### src/rtl/seg_adder_pkg.sv
// Shared types and defaults for the segmented ripple-carry adder.
// The seg_adder top imports this package.
package seg_adder_pkg;

    typedef enum logic [1:0] {
        IDLE = 2'd0,
        ADD  = 2'd1,
        DONE = 2'd2
    } state_e;

    localparam int SEG_ADDER_N = 8;
    localparam int SEG_ADDER_W = 2;

    // The segment counter needs at least one bit, even when there is only one segment.
    function automatic int segIdxWidth(input int segCount);
        return (segCount > 1) ? $clog2(segCount) : 1;
    endfunction

endpackage

### src/rtl/seg_adder_rca_slice.sv
// Purely combinational W-bit ripple-carry slice built from full-adder bit cells.
module rca_slice #(
    parameter int W = 2
) (
    input  logic [W-1:0] a_i,
    input  logic [W-1:0] b_i,
    input  logic         ci_i,
    output logic [W-1:0] s_o,
    output logic         co_o
);

    logic [W:0] carry;

    assign carry[0] = ci_i;

    for (genvar i = 0; i < W; i++) begin : gBit
        assign s_o[i]       = a_i[i] ^ b_i[i] ^ carry[i];
        assign carry[i + 1] = (a_i[i] & b_i[i]) | (carry[i] & (a_i[i] ^ b_i[i]));
    end

    assign co_o = carry[W];

endmodule

### src/rtl/seg_adder.sv
// Multi-cycle segmented adder: adds N-bit operands W bits per clock, LSB segment first.
// Define SEG_ADDER_OVF_EN to add the registered signed-overflow output ovf.
module seg_adder
    import seg_adder_pkg::*;
#(
    parameter int N = SEG_ADDER_N,
    parameter int W = SEG_ADDER_W
) (
    input  logic         clk,
    input  logic         rst,
    input  logic         in_valid,
    output logic         in_ready,
    input  logic [N-1:0] a,
    input  logic [N-1:0] b,
    input  logic         cin,
    output logic         out_valid,
    input  logic         out_ready,
    output logic [N-1:0] sum,
    output logic         cout
`ifdef SEG_ADDER_OVF_EN
    ,
    output logic         ovf
`endif
);

    localparam int S  = N / W;
    localparam int SW = segIdxWidth(S);
    localparam logic [SW-1:0] LAST_SEG = SW'(S - 1);

    if ((W < 1) || (W > N) || ((N % W) != 0)) begin : gParamCheck
        $error("seg_adder: N must be a positive multiple of W");
    end

    state_e        state_q, state_d;
    logic [SW-1:0] seg_q, seg_d;
    logic [N-1:0]  a_q, a_d;
    logic [N-1:0]  b_q, b_d;
    logic [N-1:0]  work_q, work_d;
    logic          carry_q, carry_d;
    logic [N-1:0]  sum_q, sum_d;
    logic          cout_q, cout_d;
    logic          out_valid_q, out_valid_d;
`ifdef SEG_ADDER_OVF_EN
    logic          ovf_q, ovf_d;
`endif

    int            segBase;
    logic [W-1:0]  sliceA;
    logic [W-1:0]  sliceB;
    logic [W-1:0]  sliceS;
    logic          sliceCo;

    always_comb begin
        segBase = int'(seg_q) * W;
        sliceA  = a_q[segBase +: W];
        sliceB  = b_q[segBase +: W];
    end

    rca_slice #(
        .W(W)
    ) u_slice (
        .a_i (sliceA),
        .b_i (sliceB),
        .ci_i(carry_q),
        .s_o (sliceS),
        .co_o(sliceCo)
    );

    always_comb begin
        state_d     = state_q;
        seg_d       = seg_q;
        a_d         = a_q;
        b_d         = b_q;
        work_d      = work_q;
        carry_d     = carry_q;
        sum_d       = sum_q;
        cout_d      = cout_q;
        out_valid_d = out_valid_q;
`ifdef SEG_ADDER_OVF_EN
        ovf_d       = ovf_q;
`endif
        case (state_q)
            IDLE: begin
                if (in_valid) begin
                    a_d     = a;
                    b_d     = b;
                    carry_d = cin;
                    seg_d   = '0;
                    state_d = ADD;
                end
            end
            ADD: begin
                work_d[segBase +: W] = sliceS;
                carry_d              = sliceCo;
                // The final segment publishes the freshly completed work word, not the stale register.
                if (seg_q == LAST_SEG) begin
                    sum_d       = work_d;
                    cout_d      = sliceCo;
                    out_valid_d = 1'b1;
`ifdef SEG_ADDER_OVF_EN
                    ovf_d       = (a_q[N-1] == b_q[N-1]) && (work_d[N-1] != a_q[N-1]);
`endif
                    state_d     = DONE;
                end else begin
                    seg_d = seg_q + SW'(1);
                end
            end
            DONE: begin
                if (out_ready) begin
                    out_valid_d = 1'b0;
                    state_d     = IDLE;
                end
            end
            default: begin
                state_d = IDLE;
            end
        endcase
    end

    always_ff @(posedge clk) begin
        if (rst) begin
            state_q     <= IDLE;
            seg_q       <= '0;
            a_q         <= '0;
            b_q         <= '0;
            work_q      <= '0;
            carry_q     <= 1'b0;
            sum_q       <= '0;
            cout_q      <= 1'b0;
            out_valid_q <= 1'b0;
`ifdef SEG_ADDER_OVF_EN
            ovf_q       <= 1'b0;
`endif
        end else begin
            state_q     <= state_d;
            seg_q       <= seg_d;
            a_q         <= a_d;
            b_q         <= b_d;
            work_q      <= work_d;
            carry_q     <= carry_d;
            sum_q       <= sum_d;
            cout_q      <= cout_d;
            out_valid_q <= out_valid_d;
`ifdef SEG_ADDER_OVF_EN
            ovf_q       <= ovf_d;
`endif
        end
    end

    assign in_ready  = (state_q == IDLE);
    assign out_valid = out_valid_q;
    assign sum       = sum_q;
    assign cout      = cout_q;
`ifdef SEG_ADDER_OVF_EN
    assign ovf       = ovf_q;
`endif

endmodule

### config.mk
export PLATFORM = sky130hd
export DESIGN_NAME = seg_adder
export DESIGN_NICKNAME = d
export VERILOG_FILES = /design/src/rtl/seg_adder_pkg.sv /design/src/rtl/seg_adder_rca_slice.sv /design/src/rtl/seg_adder.sv
export SDC_FILE = /design/constraint.sdc
export NUM_CORES = 1
export LEC_CHECK = 0
export CORE_MARGIN = 1.5
export CORE_UTILIZATION = 56
export DETAILED_ROUTE_END_ITERATION = 16
export PLACE_DENSITY = 0.95
export SLEW_MARGIN = 10
export SYNTH_ARGS = -nofsm -noshare
export SYNTH_HDL_FRONTEND = slang
export SYNTH_SLANG_ARGS = --single-unit
export TNS_END_PERCENT = 50
### constraint.sdc
create_clock -name clk -period 4.2 [get_ports clk]
set_input_delay 0.63 -clock clk [delete_from_list [all_inputs] [get_ports clk]]
set_output_delay 0.63 -clock clk [all_outputs]
set_load 0.005 [all_outputs]
==> results.py, run 1 <==
metrics = {
    "drt": {
        "drt_iter0_drc": 57,
        "vias": 1470,
        "viasPerCell": 5.53,
        "drc_errors": 0,
        "ant_nets": 0,
        "wl_per_cell_um": 12.8,
        "routed_wl_um": 3410,
        "drtPass1Iterations": 4,
    },
    "synth": {
        "avgSynthCellArea_um2": 9.34,
        "syn_area_mm2": 0.00183,
        "seq_area_frac_synth_pct": 42.7,
        "syn_inst": 196,
        "synth_nets": 225,
        "yosysUniqueCellTypes": 32,
        "ys.warnings.count": 0,
        "ys_ff_latch": 39,
    },
    "setup_path": {
        "r2r-end": "sum[7]$_SDFFE_PP0P_",
        "critPathArrivalTime_ns": 3.27,
        "critical_path_required_ns": 4.46,
        "reg2reg_slack_ns": 1.19,
        "worstSetupEndpointType": "flip-flop",
        "startpoint_type": "flip-flop",
        "path_max_fanout": 16,
        "r2r_start": "seg_q[0]$_SDFFE_PP0P_",
        "ff2ff_path_depth": 6,
        "worstSetupPathType": "reg2reg",
    },
    "timing": {
        "fmax_mhz": 332,
        "layout_setup_ws_ns": 1.19,
        "slew_headroom_pct": 40.3,
        "finalCritPeriodShare_pct": 71.7,
        "period_needed_ns": 3.01,
        "fin_skew_ns": 0.00771,
        "whs_ns": 0.461,
        "tightestPinTransition_ns": 0.892,
        "setup_viol": 0,
        "hold_viol": 0,
        "rsz0062_at_grt": "false",
        "setup_tns_ns": 0,
        "slew_viol_final": 0,
    },
    "final_layout": {
        "layout-drive-gt1-share_pct": 9.46,
        "seq_area_um2": 781,
        "fill_cells": 250,
        "fin_util_pct": 70.5,
        "antennaDiodeCount": 0,
        "area_growth_pct": 18.5,
        "multi_input_area_um2": 945,
        "finalNetCount": 251,
    },
    "hold_path": {
        "holdPathStages": 2,
        "hold_start": "a_q[7]$_SDFFE_PP0P_",
        "min_to": "a_q[7]$_SDFFE_PP0P_",
        "hold_class": "reg2reg",
    },
    "floorplan": {
        "die_h_um": 60.2,
        "start_util_pct": 59.5,
        "dieArea_mm2": 0.00362,
        "io_pins": 32,
        "core-area_mm2": 0.00308,
        "fp.dieW_um": 60.2,
        "row_count": 20,
    },
    "placement": {
        "pre_cts_ws_ns": 1.22,
        "gp_congestion": 0.748,
        "portBuffers": 31,
        "hpwl_um": 2360,
    },
    "clock_tree": {
        "cts_tree": "yes",
        "post_cts_resized": 0,
        "numCtsBuffers": 5,
        "path_clk_slew_ns": 0.11,
        "htreeDepth": 2,
        "root_buffer": "clkbuf_4",
        "cts_sinks": 39,
        "ctsHoldBuffers": 0,
        "cts_setup_buffers": 0,
        "cts_buffer_depth": 2,
        "clkLatencyLatePin_ns": 0.34,
    },
    "power_and_ir_drop": {
        "total_power_w": 0.000693,
        "power_leakage_nw": 0.772,
        "power.density_mw_per_mm2": 319,
        "ir_worst_vdd_uv": 246,
    },
    "grt": {
        "grt.overflow.total": 0,
        "grt_pass1_vias": 1346,
        "globalRouteTotalUtil_pct": 22.0,
        "antenna_found_initial": 0,
        "grt_start_max_net_pins": 26,
        "grt_pass1_wl_um": 5910,
    },
    "run": {
        "max-cap-violations": 0,
    },
    "run_status": {
        "outcome": "finished clean",
    },
}
==> critical path, stage by stage (launching register included) <==
cell and delay [ns]:
dfxtp_1 0.70, mux4_2 0.59, fa_1 0.43, fa_1 0.62, and4bb_2 0.27, mux2i_1 0.07, a211oi_1 0.24
==> final cells by class <==
class	instances	area share, %
Clock buffer	6	2.36
Clock inverter	1	0.231
Inverter	4	0.692
Multi-Input combinational cell	140	43.5
Sequential cell	39	36.0
Tap cell	44	2.54
Timing Repair Buffer	32	14.6
==> power breakdown <==
part           switching (W)  internal, W  leakage [nW]
Clock               0.000116    0.0000776        0.0341
Combinational      0.0000498    0.0000517         0.421
Sequential         0.0000146     0.000383         0.317
==> stage by stage <==
stage,instance area [µm²],instances
after floorplan,1830,196
after global placement,2110,259
after detailed placement,2110,259
after CTS,2170,266
after global routing,2170,266
final,2170,266
==> kinds of logic (layout without fill, tap and decap cells) <==
group / Yosys count / after routing / synth area share, %
adders and majority gates: 8 / 8 / 6.29
DFF: 39 / 39 / 42.7
and+or+nand+nor: 83 / 83 / 24.1
buffers and inverters: 17 / 43 / 5.74
AOI/OAI and AO/OA: 41 / 41 / 14.1
muxes: 8 / 8 / 7.11
==> state kept, by name, indices dropped and copies added, names as in the netlist <==
name / flops
out_valid: 1
cout: 1
state_q: 2
b_q: 8
a_q: 8
sum: 8
carry_q: 1
seg_q: 2
work_q: 8
==> cell usage in the layout, fill, tap and decap left out <==
cell              n
a211oi_1          4
a21oi_1          25
a21oi_2           1
a221oi_1          4
a22oi_1           1
a2bb2oi_1         1
a32oi_1           4
and2b_1           1
and3b_2           1
and4b_1           2
and4bb_2          4
buf_4             1
clkbuf_4          5
clkbuf_8          1
clkdlybuf4s50_1  31
clkinv_2          1
dfxtp_1          39
fa_1              2
ha_1              6
inv_1             4
mux2i_1           4
mux4_2            4
nand2_1          38
nand2b_1          1
nand3_1           5
nand3b_1          7
nand4b_1          1
nor2_1           16
nor3_1            4
nor3b_4           1
o31ai_1           1
or3b_2            1
or3b_4            1
==> layer usage <==
metal  share of wire [%]  up-vias  global-route usage (%)
met4                0.44        0                    7.30
met1                  46      687                    26.6
li1                    -      749                       -
met2                  49       32                    36.3
met5                   0        -                       0
met3                 3.8        2                    7.58
==> cell usage after synthesis (all sizes together) <==
master | count | area [µm²]
dfxtp | 39 | 781
nand2 | 38 | 143
a21oi | 26 | 134
nor2 | 16 | 60.1
buf | 9 | 75.1
nand3b | 7 | 52.6
ha | 6 | 75.1
nand3 | 5 | 25.0
a211oi | 4 | 30.0
a221oi | 4 | 35.0
a32oi | 4 | 35.0
and4bb | 4 | 50.1
clkbuf | 4 | 15.0
inv | 4 | 15.0
mux2i | 4 | 40.0
mux4 | 4 | 90.1
nor3 | 4 | 20.0
and4b | 2 | 20.0
fa | 2 | 40.0
or3b | 2 | 20.0
a22oi | 1 | 7.51
a2bb2oi | 1 | 8.76
and2b | 1 | 7.51
and3b | 1 | 10.0
nand2b | 1 | 6.26
nand4b | 1 | 8.76
nor3b | 1 | 18.8
o31ai | 1 | 7.51
==> worst max-delay path by stage <==
stage,from,endpoint,slack (ns),cells after the start
after floorplan,seg_q[0]$_SDFFE_PP0P_,sum[7]$_SDFFE_PP0P_,1.55,7
after global placement,seg_q[0]$_SDFFE_PP0P_,sum[7]$_SDFFE_PP0P_,1.33,6
after detailed placement,seg_q[0]$_SDFFE_PP0P_,sum[7]$_SDFFE_PP0P_,1.22,6
after CTS,seg_q[0]$_SDFFE_PP0P_,sum[7]$_SDFFE_PP0P_,1.17,6
after global routing,seg_q[0]$_SDFFE_PP0P_,sum[7]$_SDFFE_PP0P_,0.98,6
final,seg_q[0]$_SDFFE_PP0P_,sum[7]$_SDFFE_PP0P_,1.19,6
No activity file was read; power rests on OpenSTA's default activity.
==> run 2, diff against run 1 <==
- CORE_UTILIZATION: 56 -> 47
- PLACE_DENSITY: 0.95 -> 0.86
- clock period: 4.2 -> 2.6 ns (I/O delays scaled with it)
==> run 2 against run 1 <==
Clock skew increased by 0.0021 ns. Critical path depth did not move. Die area grew 18%. Combinational power rose by 75%. Sequential cell count is the same. Largest cell class unchanged. Register-to-register slack worse by 1.1 ns. Core utilization shrank 9.4 points. Hold slack lost 0.0067 ns. Critical endpoint is now sum[3]$_SDFFE_PP0P_. Via count increased by 1.8%. Highest routed layer unchanged.
==> results.py, run 2 (same netlist as run 1, synthesis figures left out) <==
metrics = {
    "floorplan": {
        "row_count": 22,
        "io_pins": 32,
        "start_util_pct": 49.6,
        "core-area_mm2": 0.00369,
        "fp.dieW_um": 65.4,
        "die_h_um": 65.4,
        "dieArea_mm2": 0.00428,
    },
    "final_layout": {
        "area_growth_pct": 23.0,
        "fill_cells": 341,
        "finalNetCount": 255,
        "mostFrequentLayoutCells": "nand2_1 (38), dfxtp_1 (38), clkdlybuf4s50_1 (31)",
        "layout-drive-gt1-share_pct": 11.5,
        "antennaDiodeCount": 0,
        "final_cells": 275,
    },
    "run_status": {
        "outcome": "finished clean",
    },
    "grt": {
        "grt_pass1_vias": 1327,
        "antenna_found_initial": 0,
        "grt_pass1_wl_um": 6090,
        "grt_start_max_net_pins": 21,
        "globalRouteTotalUtil_pct": 19.0,
        "grt.overflow.total": 0,
    },
    "power_and_ir_drop": {
        "power_leakage_nw": 0.811,
        "ir_worst_vdd_uv": 381,
        "power.density_mw_per_mm2": 562,
        "total_power_w": 0.00127,
    },
    "drt": {
        "wl_met2_um": 1730,
        "drt_iter0_drc": 111,
        "drtPass1Iterations": 4,
        "ant_nets": 0,
        "wl_met1_um": 1610,
        "drc_errors": 0,
        "viasPerCell": 5.44,
        "routed_wl_um": 3550,
        "met3_length_um": 155,
        "top_layer": "met4",
        "wl_per_cell_um": 12.9,
        "vias": 1497,
    },
    "timing": {
        "layout_setup_ws_ns": 0.128,
        "setup_viol": 0,
        "fin_skew_ns": 0.00981,
        "slew_headroom_pct": 58.8,
        "period_needed_ns": 2.47,
        "slew_viol_final": 0,
        "finalCritPeriodShare_pct": 95.1,
        "rsz0062_at_grt": "false",
        "tightestPinTransition_ns": 0.618,
        "hold_viol": 0,
        "setup_tns_ns": 0,
        "fmax_mhz": 405,
    },
    "setup_path": {
        "cp_top_family": "adder cells",
        "critical_path_required_ns": 2.81,
        "path_buf_inv": 0,
        "cp_cell_sequence": "mux4_2 > fa_1 > fa_1 > and4b_1 > mux2i_1 > a211oi_1",
        "crit_slowest_cell": "fa_1",
        "critPathArrivalTime_ns": 2.68,
        "worstSetupPathType": "reg2reg",
        "worstSetupEndpointType": "flip-flop",
        "startpoint_type": "flip-flop",
        "max_stage_delay_ns": 0.53,
        "cpMostUsedCell": "fa_1",
        "path_max_fanout": 5,
    },
    "clock_tree": {
        "numCtsBuffers": 5,
        "root_buffer": "clkbuf_8",
        "htreeDepth": 2,
        "clkLatencyLatePin_ns": 0.30,
        "cts_sinks": 39,
        "path_clk_slew_ns": 0.07,
        "cts_buffer_depth": 2,
        "cts_tree": "yes",
    },
    "run": {
        "max-cap-violations": 0,
    },
    "placement": {
        "gp_congestion": 0.824,
        "hpwl_um": 2440,
        "portBuffers": 31,
        "dp.cells": 267,
        "pre_cts_ws_ns": 0.119,
    },
    "hold_path": {
        "hold_class": "reg2reg",
    },
}
run 2: cell types whose count changed in the layout (fill, tap and decap cells not counted), sizes merged:
cell    delta
buf        +4
clkinv     -1
clkbuf     +2
run 2: power breakdown:
part / internal, W / switching, W / leakage (nW)
sequential: 0.000619 / 0.0000194 / 0.318
combinational: 0.0000903 / 0.0000871 / 0.441
clock: 0.000242 / 0.000209 / 0.0515
total: 0.000951 / 0.000315 / 0.811
run 2: repair_timing:
item / 4_1_cts / 5_1_grt
hold buffers: 0 / 0
endpoints found under the setup margin: 0 / 2
buffers inserted: 0 / 0
resized for setup: 0 / 1
run 2: worst reg2reg max path: stages, from the launching register on:
cell and delay [ns]:
dfxtp_4 0.39, mux4_2 0.52, fa_1 0.42, fa_1 0.53, and4b_1 0.24, mux2i_1 0.08
a211oi_1 0.22
run 2: per-stage QoR:
step	hold slack, ns	instance area [µm²]	utilization (%)
4_1_cts	0.458	2250	61.0
3_3_place_gp	0.443	2150	58.3
5_1_grt	0.474	2250	61.1
2_1_floorplan	0.433	1840	-
3_5_place_dp	0.448	2150	58.3
6_report	0.454	2250	61.1
run 2: layer usage:
metal	track usage, %	up-vias
met5	0	-
met1	23.9	690
met2	29.3	47
met4	7.81	0
met3	7.19	7
li1	-	753
run 2: final timing paths:
kind                           from                      to  slack (ns)  depth (start not counted)
max           seg_q[0]$_SDFFE_PP0P_     sum[3]$_SDFFE_PP0P_        0.13                          6
max reg2reg   seg_q[0]$_SDFFE_PP0P_     sum[3]$_SDFFE_PP0P_        0.13                          6
min          work_q[6]$_SDFFE_PP0P_  work_q[6]$_SDFFE_PP0P_        0.45                          2
min reg2reg  work_q[6]$_SDFFE_PP0P_  work_q[6]$_SDFFE_PP0P_        0.45                          2
run 2: area by class of cell:
cell class,count,area (µm²),area share (%)
sequential,39,785,34.8
timing repair buffer,36,348,15.4
multi-input combinational,140,945,41.9
inverter,4,15.0,0.667
tap,48,60.1,2.67
clock buffer,8,100,4.44
